===== src/rtl/my_ifetch.sv =====
// Instruction fetch sequencer: drives my_pc, issues one outstanding imem read,
// and hands fetched words to decode over a valid/ready handshake.
//
// state | meaning
// IDLE  | sample pc_in and issue a read, or flag a misaligned PC
// WAIT  | read outstanding, waiting for imem_rvalid
// HOLD  | instruction presented to decode, waiting for acceptance
// DRAIN | discarding the response of a read abandoned by a redirect
// FAULT | misaligned PC seen; parked until a redirect
module my_ifetch #(
  parameter logic [31:0] RESET_CNT = 32'd0
) (
  input  logic        clk,
  input  logic        rst,
  input  logic [31:0] pc_in,
  output logic        pc_ena,
  output logic [31:0] pc_next,
  input  logic        redirect,
  input  logic [31:0] redirect_pc,
  output logic        imem_req,
  output logic [31:0] imem_addr,
  input  logic        imem_rvalid,
  input  logic [31:0] imem_rdata,
  output logic        inst_valid,
  input  logic        inst_ready,
  output logic [31:0] inst_out,
  output logic [31:0] inst_pc,
  output logic        fault,
  output logic [31:0] fetch_cnt
);

  localparam logic [2:0] S_IDLE  = 3'd0;
  localparam logic [2:0] S_WAIT  = 3'd1;
  localparam logic [2:0] S_HOLD  = 3'd2;
  localparam logic [2:0] S_DRAIN = 3'd3;
  localparam logic [2:0] S_FAULT = 3'd4;

  logic [2:0] state;
  logic       misaligned;
  logic       accept;

  assign misaligned = |pc_in[1:0];
  assign accept     = (state == S_HOLD) && inst_valid && inst_ready;

  always_ff @(posedge clk) begin
    if (!rst) begin
      state      <= S_IDLE;
      pc_ena     <= 1'b0;
      pc_next    <= 32'd0;
      imem_req   <= 1'b0;
      imem_addr  <= 32'd0;
      inst_valid <= 1'b0;
      inst_out   <= 32'd0;
      inst_pc    <= 32'd0;
      fault      <= 1'b0;
      fetch_cnt  <= RESET_CNT;
    end else begin
      pc_ena   <= 1'b0;
      imem_req <= 1'b0;
      // An accepted instruction counts even when a redirect lands in the same cycle.
      if (accept)
        fetch_cnt <= fetch_cnt + 32'd1;

      if (redirect) begin
        pc_ena     <= 1'b1;
        pc_next    <= redirect_pc;
        inst_valid <= 1'b0;
        fault      <= 1'b0;
        if ((state == S_WAIT || state == S_DRAIN) && !imem_rvalid)
          state <= S_DRAIN;
        else
          state <= S_IDLE;
      end else begin
        case (state)
          S_IDLE, S_HOLD: begin
            if (accept)
              inst_valid <= 1'b0;
            if (state == S_IDLE || accept) begin
              if (misaligned) begin
                fault <= 1'b1;
                state <= S_FAULT;
              end else begin
                imem_req  <= 1'b1;
                imem_addr <= pc_in;
                state     <= S_WAIT;
              end
            end
          end
          S_WAIT: begin
            if (imem_rvalid) begin
              inst_out   <= imem_rdata;
              inst_pc    <= imem_addr;
              inst_valid <= 1'b1;
              pc_ena     <= 1'b1;
              pc_next    <= imem_addr + 32'd4;
              state      <= S_HOLD;
            end
          end
          S_DRAIN: begin
            if (imem_rvalid)
              state <= S_IDLE;
          end
          S_FAULT: state <= S_FAULT;
          default: state <= S_IDLE;
        endcase
      end
    end
  end

endmodule


===== config.mk =====
export PLATFORM = sky130hd
export DESIGN_NAME = my_ifetch
export DESIGN_NICKNAME = d
export VERILOG_FILES = /design/src/rtl/my_ifetch.sv
export SDC_FILE = /design/constraint.sdc
export NUM_CORES = 1
export LEC_CHECK = 0
export CAP_MARGIN = 20
export CORE_MARGIN = 1
export CORE_UTILIZATION = 48
export CTS_CLUSTER_DIAMETER = 150
export CTS_CLUSTER_SIZE = 14
export DETAILED_ROUTE_END_ITERATION = 8
export PLACE_DENSITY = 0.86
export SYNTH_ARGS = -nofsm -noshare
export SYNTH_HDL_FRONTEND = slang
export SYNTH_SLANG_ARGS = --single-unit

===== constraint.sdc =====
create_clock -name clk -period 2.3 [get_ports clk]
set_input_delay 0.69 -clock clk [delete_from_list [all_inputs] [get_ports clk]]
set_output_delay 0.69 -clock clk [all_outputs]
set_load 0.01 [all_outputs]

Yosys cells after proc, flatten, opt, wreduce, memory -nomap -nowiden
Index checks and enable logic that the tools add are counted.
- bitwise logic cells: 5
- reductions and logical operators: 20
- equal/unequal tests: 9
- add/sub/neg operators: 2
- muxes and demuxes: 17
- operator list (operator ; number):
    $mux 32 ; 3
    $add 32x1->32 const B ; 1
    $add 32x3->32 const B ; 1
    $mux 3 ; 5
    $pmux 3 s4 ; 1
    $reduce_and 3->1 ; 4
    $ne 3x3->1 const B ; 3
    $eq 3x2->1 const B ; 2
    $mux 1 ; 6
    $reduce_bool 2->1 ; 3
    $reduce_or 2->1 ; 3
    $not 1->1 ; 5
    $ne 2x2->1 const B ; 2
    $reduce_and 4->1 ; 1
    $reduce_or 4->1 ; 1
    $eq 3x1->1 const B ; 1
    $eq 3x3->1 const B ; 1
    $logic_and 1x1->1 ; 3
    $logic_not 3->1 ; 1
    $logic_or 1x1->1 ; 2
    $mux 2 ; 1
    $pmux 1 s2 ; 1
    $reduce_and 2->1 ; 1
    $logic_not 1->1 ; 1
- logic and storage cells: 63
- output and inout port bits: 164
- bits in registers: 167

Longest topological paths before layout
Gate-level depths: netlist (run 1).
- word-level depth: 7
- gate-level depth with buffers: 8
- mapped depth without buffers: 6

Worst setup path before layout (run 1)
OpenSTA, ideal clock, no wires.
- kind: input to register
- start: input port redirect
- end: register imem_addr[4]
- data required time: 2.168 ns
- setup slack: 0.572 ns
- data arrival time: 1.595 ns
- stages: 7
- path through: nor2_1 nand3_1 or2_2 buf_2 buf_4 nand2_1 a21oi_1
- cells in the longest elaborated chain, start to end: 2
- ends and longest elaborated chain (element ; RTL line ; source):
    from (decl) ; 18 ; input logic redirect,
    $not 1->1 (no line) ; n/a ;
    $reduce_and 4->1 (no line) ; n/a ;
    to (signal assigned) ; 84 ; imem_addr <= pc_in;
    to (decl) ; 21 ; output logic [31:0] imem_addr,
No other way between the ends.
A chain may end at the register's enable or synchronous reset.

Worst setup path in the final report (run 1)
- start: register imem_addr[7]
- end: output port imem_addr[7]
No word-level cell between the ends.

==> summary by stage, run 1 <==
Outcome
The flow ran to the end, and the final reports show no timing, DRC or antenna violations.

Power and ir drop
In this run the static leakage power is around 3.8 nW. The worst voltage drop across the vdd grid is between 0.5 and 0.6 mV. The power per cell area is just under 600 mW/mm2.

Setup path
The data required time at the worst endpoint is roughly 1.6 ns. The largest individual stage delay along the critical path comes from the cell sky130_fd_sc_hd__clkdlybuf4s50_1. For flop-to-flop paths, the worst setup slack is 0.36 ns.

In this run the number of cells on the critical path is 1. In this run the worst path has a maximum fanout of 7. The element type at the critical path end is an output pin.

The critical path data arrival time is between 1.5 and 2 ns. The start of the worst register-to-register path is imem_addr[3]$_SDFFE_PN0P_. The worst path buffer plus inverter count is 1. The worst stage delay on the critical path is about 0.61 ns.

The critical path capture point is imem_addr[7]. Tracing the worst setup path back leads to its startpoint at imem_addr[7]$_SDFFE_PN0P_. The end of the worst register-to-register path is pc_next[22]$_SDFFE_PN0P_. The critical path startpoint category is a register. The number of cells on the worst reg-to-reg path is 6. The type of the worst setup path is register to output pin. The signal on the critical path passes through clkdlybuf4s50_1. In this design, the largest share of critical-path delay is due to buffers and inverters.

Global routing
The via count of the first global-routing pass came to between 6k and 7k. The maximum number of pins on one net before global-route repair is between 70 and 80. The met2 track utilization from global routing is 0.4680. The layer flagged by global routing as most heavily used is met2. The first global-routing pass estimated between 30000 and 40000 um of wire.

Global routing finished with a remaining overflow of 0. The routing usage on met1 is 0.3202. The overall global routing resource usage is 0.2761.

The number of antenna violations at the first check in global routing was 0. The met3 usage is 0.08548.

Clock tree
The CTS tree is built. Once the clock tree was built, the resizer swapped 0 gates to a different size. The clock slew seen by the registers of the worst setup and hold paths is roughly 0.06 ns. For this design, the CTS-stage hold fixing added 0 buffers. The number of setup buffers added after CTS is 0.

The number of clock sinks is around 170. Clock tree synthesis selected as its root buffer the cell sky130_fd_sc_hd__clkbuf_16. The maximum clock path buffer count is 2. The clock reaches the later pin of the worst-skew pair after 0.43 ns.

The H-tree was split into 4 levels. In this run, CTS created clock tree buffers numbering 17.

Drt
The number of nets with antenna violations after detailed routing is 0. After detailed routing, the number of remaining DRC violations is 0. For this run, the detailed router's first-pass iteration total came to 5. The routed layout has 7131 vias.

The count of routing violations after the opening detailed-route iteration is roughly 470. The average detailed-routed wire length per instance is 15.99 um. The final layout contains routed wiring with a total length of approximately 21000 um.

The number of vias per cell after detailed routing is 5.326.

Layout
Compared with the post-synthesis result, the final layout area differs by 48.52%. In the final layout, the share of cells above drive strength 1 is 0.08312. The repair_antennas step left the layout with diodes totalling 0. The post-layout instance area is 0.01067 mm2. At the end of the flow, the number of nets in the layout was 1245. The layout has approximately 1.1k filler cells.

Synth
The count of mapped cells out of synthesis is 887. Of the post-synthesis cell area, the dominant cell type holds 0.4652. The most numerous cell in the Yosys netlist is sky130_fd_sc_hd__nand2_1. Yosys mapped a number of flops with a built-in enable equal to 0. The commonest cells after synthesis are 245 x sky130_fd_sc_hd__nand2_1, 167 x sky130_fd_sc_hd__dfxtp_1, 124 x sky130_fd_sc_hd__a21oi_1, 74 x sky130_fd_sc_hd__nor2_1, 29 x sky130_fd_sc_hd__xor2_1. For this run, the number of Yosys warnings is 0. Sorting the synthesized cells by area gives the leading types as sky130_fd_sc_hd__dfxtp_1 47%, sky130_fd_sc_hd__nand2_1 13%, sky130_fd_sc_hd__a21oi_1 8.6%. The average instance area after synthesis is 8.102 um2. The async set-or-reset flop fraction in the synthesized netlist is 0.

The number of nets in the synthesized netlist is 990. Synthesis instantiated 52 different standard cells from the library. The largest area contributor in the synthesized netlist is sky130_fd_sc_hd__dfxtp_1.

Among all flip-flop cells after synthesis, the most frequent one is sky130_fd_sc_hd__dfxtp_1. Counting flops and latches in the post-synthesis netlist gives about 170. The synthesized netlist occupies a cell area of 0.007187 mm2. For this run, the register share of the synthesized area comes to 0.4652.

Floorplanning
The die covers around 0.015 mm2. The standard-cell row count is 44. The floorplan die width is around 120 um.

265 I/O pins were placed. The area of the core is 0.01459 mm2. The initial core utilization is 0.4926. The vertical die dimension is around 120 um.

Placed design
Summing all placed instances gives a cell area of about 0.010 mm2. Routability-driven placement finished with a final weighted congestion of between 0.7 and 0.8. The total of buffers placed on input and output ports is 264. The post-DP HPWL is ~15000 um. The worst slack after detailed placement is -0.08298 ns.

Timing
The final number of max-transition violations is 0. The minimum clock period after layout is approximately 2.2 ns. The worst clock skew on the final layout is around 0.0066 ns. Timing would allow up to about 450 MHz. Setup repair after global routing left no endpoint under its margin. For the pin with the worst max-slew slack, the measured transition is approximately 0.5 ns. The slack of the critical path is about 0.07 ns. The count of final setup violators is 0. The period utilization is 0.9696. The count of final hold-check violations is 0. The worst relative slew slack is 0.6651.

Flow run
The tool flagged a number of max-cap violations equal to 0.

Min path
The worst min-delay path category is register to register.
[power by group]
group          total, mW  internal [mW]  switching [mW]
clock network       2.78           1.65            1.14
logic              0.579          0.332           0.247
registers           3.00           2.95          0.0534
total               6.36           4.93            1.44
[how the worst min path moves through the flow]
stage / slack [ns] / from / end / cells past startpoint
global placement: 0.44 / inst_pc[13]$_SDFFE_PN0P_ / inst_pc[13]$_SDFFE_PN0P_ / 2
CTS: 0.45 / inst_pc[18]$_SDFFE_PN0P_ / inst_pc[18]$_SDFFE_PN0P_ / 2
floorplan: 0.48 / inst_out[0]$_SDFFE_PN0P_ / inst_out[0]$_SDFFE_PN0P_ / 2
detailed placement: 0.45 / inst_pc[18]$_SDFFE_PN0P_ / inst_pc[18]$_SDFFE_PN0P_ / 2
global route: 0.47 / inst_pc[6]$_SDFFE_PN0P_ / inst_pc[6]$_SDFFE_PN0P_ / 2
finish: 0.45 / inst_pc[18]$_SDFFE_PN0P_ / inst_pc[18]$_SDFFE_PN0P_ / 2
[sequential cells by signal, summed over array words and instances, names as in the netlist]
name,count
inst_valid,1
state,3
inst_out,32
pc_next,32
pc_ena,1
fetch_cnt,32
imem_addr,32
inst_pc,32
imem_req,1
fault,1
[routing by layer]
layer  up-vias  part of all wire
li1       3475                 -
met1      3321              0.40
met2       279              0.49
met3        56             0.074
met4         0             0.034
met5         -                 0
[placed cells by master, fill, tap and decap left out, drive strengths merged, types with 3 or more instances in the layout]
cell	synthesis	layout
a21o	3	3
or3	5	5
nand3	25	25
and2	6	6
nand4	19	19
clkdlybuf4s50	0	263
a21oi	124	124
inv	7	7
and4	8	8
nand2b	9	9
nor4	5	5
xor2	29	29
o22ai	16	16
o21ai	10	10
nor3	13	13
xnor2	20	20
clkinv	0	5
buf	35	31
nand2	246	246
and3	10	10
nor2	75	75
mux2i	6	6
dfxtp	167	167
nor3b	5	5
clkbuf	23	23
a221oi	5	5
[logic make-up after synthesis]
group	after synthesis	share of synthesized area
mux	6	0.008357
buf+inv	65	0.04213
xor+xnor	49	0.05971
flops	167	0.4652
compound gates	166	0.1259
fa+ha+maj	2	0.003481
simple gates	432	0.2953
[through the flow]
| stage | power (mW) | instances | utilization | setup TNS, ns | hold WS (ns) |
|---|---|---|---|---|---|
| 3_3_place_gp | 3.633 | 1307 | 0.6925 | -0.1110 | 0.4405 |
| 2_1_floorplan | 3.274 | 887 | - | 0 | 0.4805 |
| 6_report | 6.364 | 1339 | 0.7316 | 0 | 0.4511 |
| 5_1_grt | 6.575 | 1339 | 0.7316 | 0 | 0.4728 |
| 4_1_cts | 6.402 | 1339 | 0.7315 | 0 | 0.4538 |
| 3_5_place_dp | 3.642 | 1307 | 0.6925 | -0.4904 | 0.4455 |
[area by class of cell]
cell class	count	area, um2	share of cell area
repair buffers	294	2950	0.2764
clock buffers	23	467.9	0.04384
flip-flops and latches	167	3346	0.3134
well taps	184	230.2	0.02157
inverters	7	28.78	0.002696
clock inverters	9	100.1	0.009378
multi-input cells	655	3551	0.3327
(Power assumes the default switching activity.)
==> run 2, diff against run 1 <==
SLEW_MARGIN = 20   (was unset)
==> results of run 2 <==
Same layout as run 1: the final DEF is identical, and so are final timing and power.
==> run 3, diff against run 2 <==
ABC_CLOCK_PERIOD_IN_PS = 2300   (was unset)
==> results of run 3 <==
Same layout as run 1: the final DEF is identical, and so are final timing and power.
